[config.mk]
export PLATFORM = sky130hd
export DESIGN_NAME = hbridge_deadtime_driver
export DESIGN_NICKNAME = d
export VERILOG_FILES = /design/src/rtl/hbridge_deadtime_driver.sv
export SDC_FILE = /design/constraint.sdc
export NUM_CORES = 1
export LEC_CHECK = 0
export BUFFER_PORTS_ARGS = -buffer_cell sky130_fd_sc_hd__clkbuf_2
export CORE_ASPECT_RATIO = 1.75
export CORE_UTILIZATION = 57
export CTS_CLUSTER_SIZE = 12
export DETAILED_ROUTE_END_ITERATION = 10
export PLACE_DENSITY = 0.8
export SLEW_MARGIN = 20
export SYNTH_ARGS = -nofsm -noshare
export SYNTH_HDL_FRONTEND = slang
export SYNTH_SLANG_ARGS = --single-unit
[constraint.sdc]
create_clock -name clk -period 3.7 [get_ports clk]
set_input_delay 0.74 -clock clk [delete_from_list [all_inputs] [get_ports clk]]
set_output_delay 0.74 -clock clk [all_outputs]
set_load 0.01 [all_outputs]
[src/rtl/hbridge_deadtime_driver.sv]
// H-bridge gate driver with break-before-make dead time, overlap fault and turn-on counter.
// Optional sticky fault behaviour is enabled by defining HBRIDGE_FAULT_LATCH_EN.
module hbridge_deadtime_driver #(
    parameter int DT_WIDTH  = 8,
    parameter int CNT_WIDTH = 16
) (
    input  logic                 clk,
    input  logic                 rst,
    input  logic                 outp,
    input  logic                 outn,
    input  logic                 sysrun,
    input  logic                 bitout,
    input  logic [DT_WIDTH-1:0]  dead_time,
    output logic                 hs1,
    output logic                 ls1,
    output logic                 hs2,
    output logic                 ls2,
    output logic                 damp,
    output logic                 fault,
    output logic [CNT_WIDTH-1:0] on_cnt
);

    typedef enum logic [1:0] {
        OFF  = 2'd0,
        HIGH = 2'd1,
        LOW  = 2'd2,
        DEAD = 2'd3
    } leg_state_t;

    leg_state_t          state     [2];
    leg_state_t          state_nxt [2];
    leg_state_t          target    [2];
    logic [DT_WIDTH-1:0] cnt       [2];
    logic [DT_WIDTH-1:0] cnt_nxt   [2];
    logic [1:0]          last;      // per leg: 1 = high side was conducting before DEAD
    logic [1:0]          last_nxt;
    logic [DT_WIDTH-1:0] dt_eff;
    logic                overlap;
    logic                block;
    logic                turn_on;
    logic                damp_q;

    assign dt_eff  = (dead_time == '0) ? DT_WIDTH'(1) : dead_time;
    assign overlap = outp & outn & sysrun;

`ifdef HBRIDGE_FAULT_LATCH_EN
    assign block = overlap | fault;
`else
    assign block = overlap;
`endif

    always_comb begin
        target[0] = OFF;
        target[1] = OFF;
        if (block) begin
            target[0] = OFF;
            target[1] = OFF;
        end else if (!sysrun) begin
            target[0] = LOW;
            target[1] = LOW;
        end else begin
            target[0] = outp ? HIGH : (outn ? LOW : OFF);
            target[1] = outn ? HIGH : (outp ? LOW : OFF);
        end
    end

    always_comb begin
        for (int unsigned i = 0; i < 2; i++) begin
            state_nxt[i] = state[i];
            cnt_nxt[i]   = cnt[i];
            last_nxt[i]  = last[i];
            unique case (state[i])
                OFF: state_nxt[i] = target[i];
                HIGH: begin
                    if (target[i] != HIGH) begin
                        state_nxt[i] = DEAD;
                        cnt_nxt[i]   = dt_eff;
                        last_nxt[i]  = 1'b1;
                    end
                end
                LOW: begin
                    if (target[i] != LOW) begin
                        state_nxt[i] = DEAD;
                        cnt_nxt[i]   = dt_eff;
                        last_nxt[i]  = 1'b0;
                    end
                end
                DEAD: begin
                    // Returning to the FET that was just switched off cannot shoot through.
                    if (target[i] == (last[i] ? HIGH : LOW)) begin
                        state_nxt[i] = target[i];
                    end else if (cnt[i] == DT_WIDTH'(1)) begin
                        state_nxt[i] = target[i];
                    end else begin
                        cnt_nxt[i] = cnt[i] - DT_WIDTH'(1);
                    end
                end
            endcase
        end
    end

    // An aborted dead window back into HIGH is not a new turn-on.
    assign turn_on = (state_nxt[0] == HIGH) &&
                     ((state[0] == OFF) || ((state[0] == DEAD) && !last[0]));

    always_ff @(posedge clk) begin
        if (rst) begin
            for (int unsigned i = 0; i < 2; i++) begin
                state[i] <= OFF;
                cnt[i]   <= '0;
            end
            last   <= '0;
            fault  <= 1'b0;
            damp_q <= 1'b0;
            on_cnt <= '0;
        end else begin
            for (int unsigned i = 0; i < 2; i++) begin
                state[i] <= state_nxt[i];
                cnt[i]   <= cnt_nxt[i];
            end
            last   <= last_nxt;
`ifdef HBRIDGE_FAULT_LATCH_EN
            fault  <= fault | overlap;
`else
            fault  <= overlap;
`endif
            damp_q <= bitout;
            if (turn_on && (on_cnt != '1)) begin
                on_cnt <= on_cnt + CNT_WIDTH'(1);
            end
        end
    end

    assign hs1  = (state[0] == HIGH);
    assign ls1  = (state[0] == LOW);
    assign hs2  = (state[1] == HIGH);
    assign ls2  = (state[1] == LOW);
    assign damp = damp_q & ~fault;

endmodule
==> After elaboration in Yosys (flattened, before gate mapping) <==
Memories as Yosys holds them, arrays and structs flattened.
Cells that the tools add are included.
W data, S select, Z words.
{ "classes": {"muxes": 42, "n_eq_ne": 20, "add_sub_neg": 3, "n_reduce_logical": 12, "n_bitwise": 8} }
{ "ops": {"columns": ["operator", "n"], "rows": [
  ["$mux W8", 11],
  ["$pmux W8 S3", 2],
  ["$mux W2", 16],
  ["$add A16 B1 Y16 const B", 1],
  ["$eq A8 B1 Y1 const B", 2],
  ["$ne A16 B16 Y1 const B", 1],
  ["$pmux W2 S4", 2],
  ["$sub A8 B1 Y8 const B", 2],
  ["$ne A2 B1 Y1 const B", 6],
  ["$eq A2 B2 Y1 const B", 4],
  ["$logic_not A8 Y1", 1],
  ["$mux W4", 2],
  ["$mux W1", 7],
  ["$eq A2 B1 Y1 const B", 3],
  ["$reduce_and A3 Y1", 2],
  ["$eq A2 B2 Y1", 2],
  ["$logic_not A2 Y1", 2],
  ["$ne A2 B2 Y1 const B", 2],
  ["$or A1 B1 Y1", 4],
  ["$pmux W1 S2", 2],
  ["$reduce_bool A2 Y1", 2],
  ["$and A1 B1 Y1", 3],
  ["$logic_and A1 B1 Y1", 3],
  ["$logic_not A1 Y1", 1],
  ["other kinds (2)", 2]
]} }
{ "word_totals": {"memories": 2, "mem_bits_rw": 20, "reg_bits": 20, "elab_cells": 92, "out_inout_bits": 22} }
{ "mem_list": {"columns": ["name", "words", "word_bits", "read_ports", "rd_ports_with_merged_regs", "wr", "line_no", "text"], "rows": [
  ["cnt", 2, 8, 2, 0, 2, "33", "logic [DT_WIDTH-1:0] cnt [2];"],
  ["state", 2, 2, 2, 0, 2, "30", "leg_state_t state [2];"]
]} }

==> Depth between registers and ports, before layout <==
{ "depth": {"word_depth": 10, "mapped_depth": 11, "mapped_depth_nobuf": 9} }

==> Least setup slack after synthesis <==
Ideal clock, no wire load.
{ "synth_path": {"path_type": "input to register", "startpoint": "input sysrun", "endpoint": "register on_cnt[13]", "path_stages": 9, "arrival_ns": 2.616, "setup_slack_ns": 0.969, "required_ns": 3.585, "cell_sequence": "buf_2 -> nand3b_1 -> a221o_1 -> a211o_1 -> or2_0 -> clkbuf_2 -> buf_2 -> o31a_1 -> o21a_1"} }
{ "synth_between": {"elab_chain_cells": 8, "elab_cells_between_ends": 14} }
{ "synth_lines": {"columns": ["element", "line_no", "text"], "rows": [
  ["start: declaration", "11", "input logic sysrun,"],
  ["$mux W4 or $and A1 B1 Y1 (tied branches)", "58, 44", null],
  ["$mux W4 (*)", "55", "if (block) begin"],
  ["$eq A2 B2 Y1, or another cell as far along", "90", "if (target[i] == (last[i] ? HIGH : LOW)) begin"],
  ["$mux W2, on equally long branches", "90, 75, 82", null],
  ["$pmux W2 S4 (*)", "72", "unique case (state[i])"],
  ["$eq A2 B1 Y1 (*)", "103", "assign turn_on = (state_nxt[0] == HIGH) &&"],
  ["$logic_and A1 B1 Y1 (*)", "103", null],
  ["$logic_and A1 B1 Y1 (*)", "128", "if (turn_on && (on_cnt != '1)) begin"],
  ["end signal: assignment", "129", "on_cnt <= on_cnt + CNT_WIDTH'(1);"],
  ["end: declaration", "20", "output logic [CNT_WIDTH-1:0] on_cnt"]
]} }
Mark *: on every way between the ends. The rest lies on a longest branch, timed or not.
A chain may end at the register's enable or synchronous reset.

==> metrics.cfg <==
[yosys]
synth-seq-area-share_pct=33.4
synth-edff-count=0
synth_seq_cells=40
yosysWarnings=0
synthDominantCellAreaShare_pct=33.4
synth_cells=311
syn_area_mm2=0.00240
synth_fp_nets=339
async_reset_ff_share_pct=0
synth_largest_area_cell=dfxtp_1
synthDistinctLibCells=51
synth.area.top_cells=dfxtp_1, ha_1, a21oi_1
synth_flop_cell=dfxtp_1
avgSynthCellArea_um2=7.70

[floorplan]
fp.dieH_um=87.8
dieArea_mm2=0.00448
start_util_pct=60.8
rows=30
die_x_um=51.0
num_io_pins=36
core_mm2=0.00394

[cells_and_area]
regArea_um2=801
multiInputGateArea_mm2=0.00146
n_fill_cell=377
n_antenna_cell=0
area.growth.synth_to_final_pct=12.3
drive_gt1_share_pct=14.7
mostFrequentLayoutCells=dfxtp_1, clkbuf_2, nand2_1, nor2_1, a21oi_1
design_area_mm2=0.00269
layout_commonest_cell=dfxtp_1
nNetsFinal=368

[power_and_ir_drop]
p_leak_nw=1.08
vdd_drop_max_mv=0.447
total_power_mw=1.99
power_density_mw_per_mm2=741

[cts]
cts_resized=0
cts_tree=built
root_buffer=clkbuf_8
worst_skew_pair.late_latency_ns=0.30
cts_setup_buffers=0
cts.htree.levels=2
clkSinkCount=40
path_clk_slew_ns=0.09
hold_buffers=0
clk_path_buf_depth=2
cts_buffers=5

[place]
place_congestion=0.878
placed_area_mm2=0.00258
hpwl_um=4210
pre_cts_ws_ns=0.546
port_buffers=35

[route]
ant_nets=0
drt_first_iter_violations=44
avgRoutedWirePerCell_um=14.4
post_drt_via_cell_ratio=5.99
num_vias=2332
drc_errors=0
wl_um=5620
drtPass1Iterations=4

[sta]
drv_slew=0
final-setup-viol-count=0
rsz0062_at_grt=no
holdWs_ns=0.494
maxSlewHeadroom_pct=45.4
worst_pin_slew_ns=0.812
setup_tns_ns=0
min_period_ns=3.09
hold_viol=0
fmax_ghz=0.324
finalCritPeriodShare_pct=83.5
fin_worst_skew_ns=0.0102
setup_slack_ns=0.611

[setup_path]
crit_fanout=16
worstSetupPathType=reg2reg
worstPathRequired_ns=3.93
critical_path.startpoint_type=flop
critPathArrivalTime_ns=3.32
end_kind=flop

[global_route]
grt_pass1_wl_um=9360
overflow=0
antenna_found_initial=0
grt_max_degree=39
grt_pass1_vias=2121
gr-usage-all-layers_pct=27.5

[status]
status=finished, final reports clean

[min_path]
hold_path.class=reg2reg

[run]
cap_violations=0

cell families after synthesis:
logic type	share of synthesized area, %
xor+xnor	2.56
fa+ha+maj	7.31
compound gates	23.4
mux	0.888
buf+inv	5.80
flops	33.4
simple gates	26.6
per-stage QoR:
stage | utilization (%) | cells
finish | 68.3 | 389
global route | 68.3 | 389
CTS | 68.3 | 389
detailed placement | 65.4 | 381
global placement | 65.4 | 381
floorplan | - | 311
cell type report:
| type | instances | share of cell area [%] |
|---|---|---|
| multi-input cells | 237 | 54.1 |
| flip-flops and latches | 40 | 29.8 |
| inverters | 19 | 2.65 |
| clock buffers | 5 | 2.56 |
| repair buffers | 37 | 7.07 |
| clock inverters | 3 | 1.58 |
| well taps | 48 | 2.23 |
state kept, by name (all words and copies together), names as in the netlist:
name    count
damp_q      1
last        2
cnt        16
on_cnt     16
state       4
fault       1
critical path: stages, from the launching register on:
cell and delay [ns]:
dfxtp_1 0.42, inv_1 0.11, ha_1 0.29, or3_1 0.36, o32ai_1 0.18, a21boi_0 0.27, a221oi_2 0.15, or2_0 0.51
or4_1 0.57, a21oi_1 0.14
metal layers:
metal | global-route usage [%] | vias up | wire length [um] | share of wire, %
li1 | - | 1179 | - | -
met1 | 27.1 | 1089 | 2130 | 38
met2 | 53.2 | 49 | 3160 | 56
met3 | 3.99 | 15 | 148 | 2.6
met4 | 14.4 | 0 | 174 | 3.1
met5 | 0 | - | 0 | 0
synth_stat cells, drive strengths merged (2+ instances only):
library cell and instances:
a211o 3, a211oi 11, a21o 2, a21oi 28, a22o 2, a22oi 2, a2bb2oi 2, and2 2
and3 4, and3b 2, and4 2, buf 3, clkbuf 12, dfxtp 40, ha 14, inv 19
nand2 34, nand3 7, nand3b 3, nand4 10, nor2 30, nor2b 3, nor3 12, nor3b 2
nor4 5, o21ai 19, o22ai 3, o31a 2, o31ai 3, or3 5, or4 2, xnor2 7
report_power, final:
part | internal (mW) | leakage (nW) | switching (mW) | total, mW
combinational | 0.386 | 0.694 | 0.591 | 0.977
clock | 0.200 | 0.0541 | 0.163 | 0.363
sequential | 0.540 | 0.327 | 0.113 | 0.653
total | 1.13 | 1.08 | 0.867 | 1.99
final timing paths:
check	end	start	depth (start not counted)	slack [ns]
worst max-delay path	on_cnt[8]	state[0][0]	9	0.61
worst min-delay path	on_cnt[1]	on_cnt[1]	2	0.49
worst max register to register	on_cnt[8]	state[0][0]	9	0.61
worst min register to register	on_cnt[1]	on_cnt[1]	2	0.49
(Power assumes the default switching activity.)
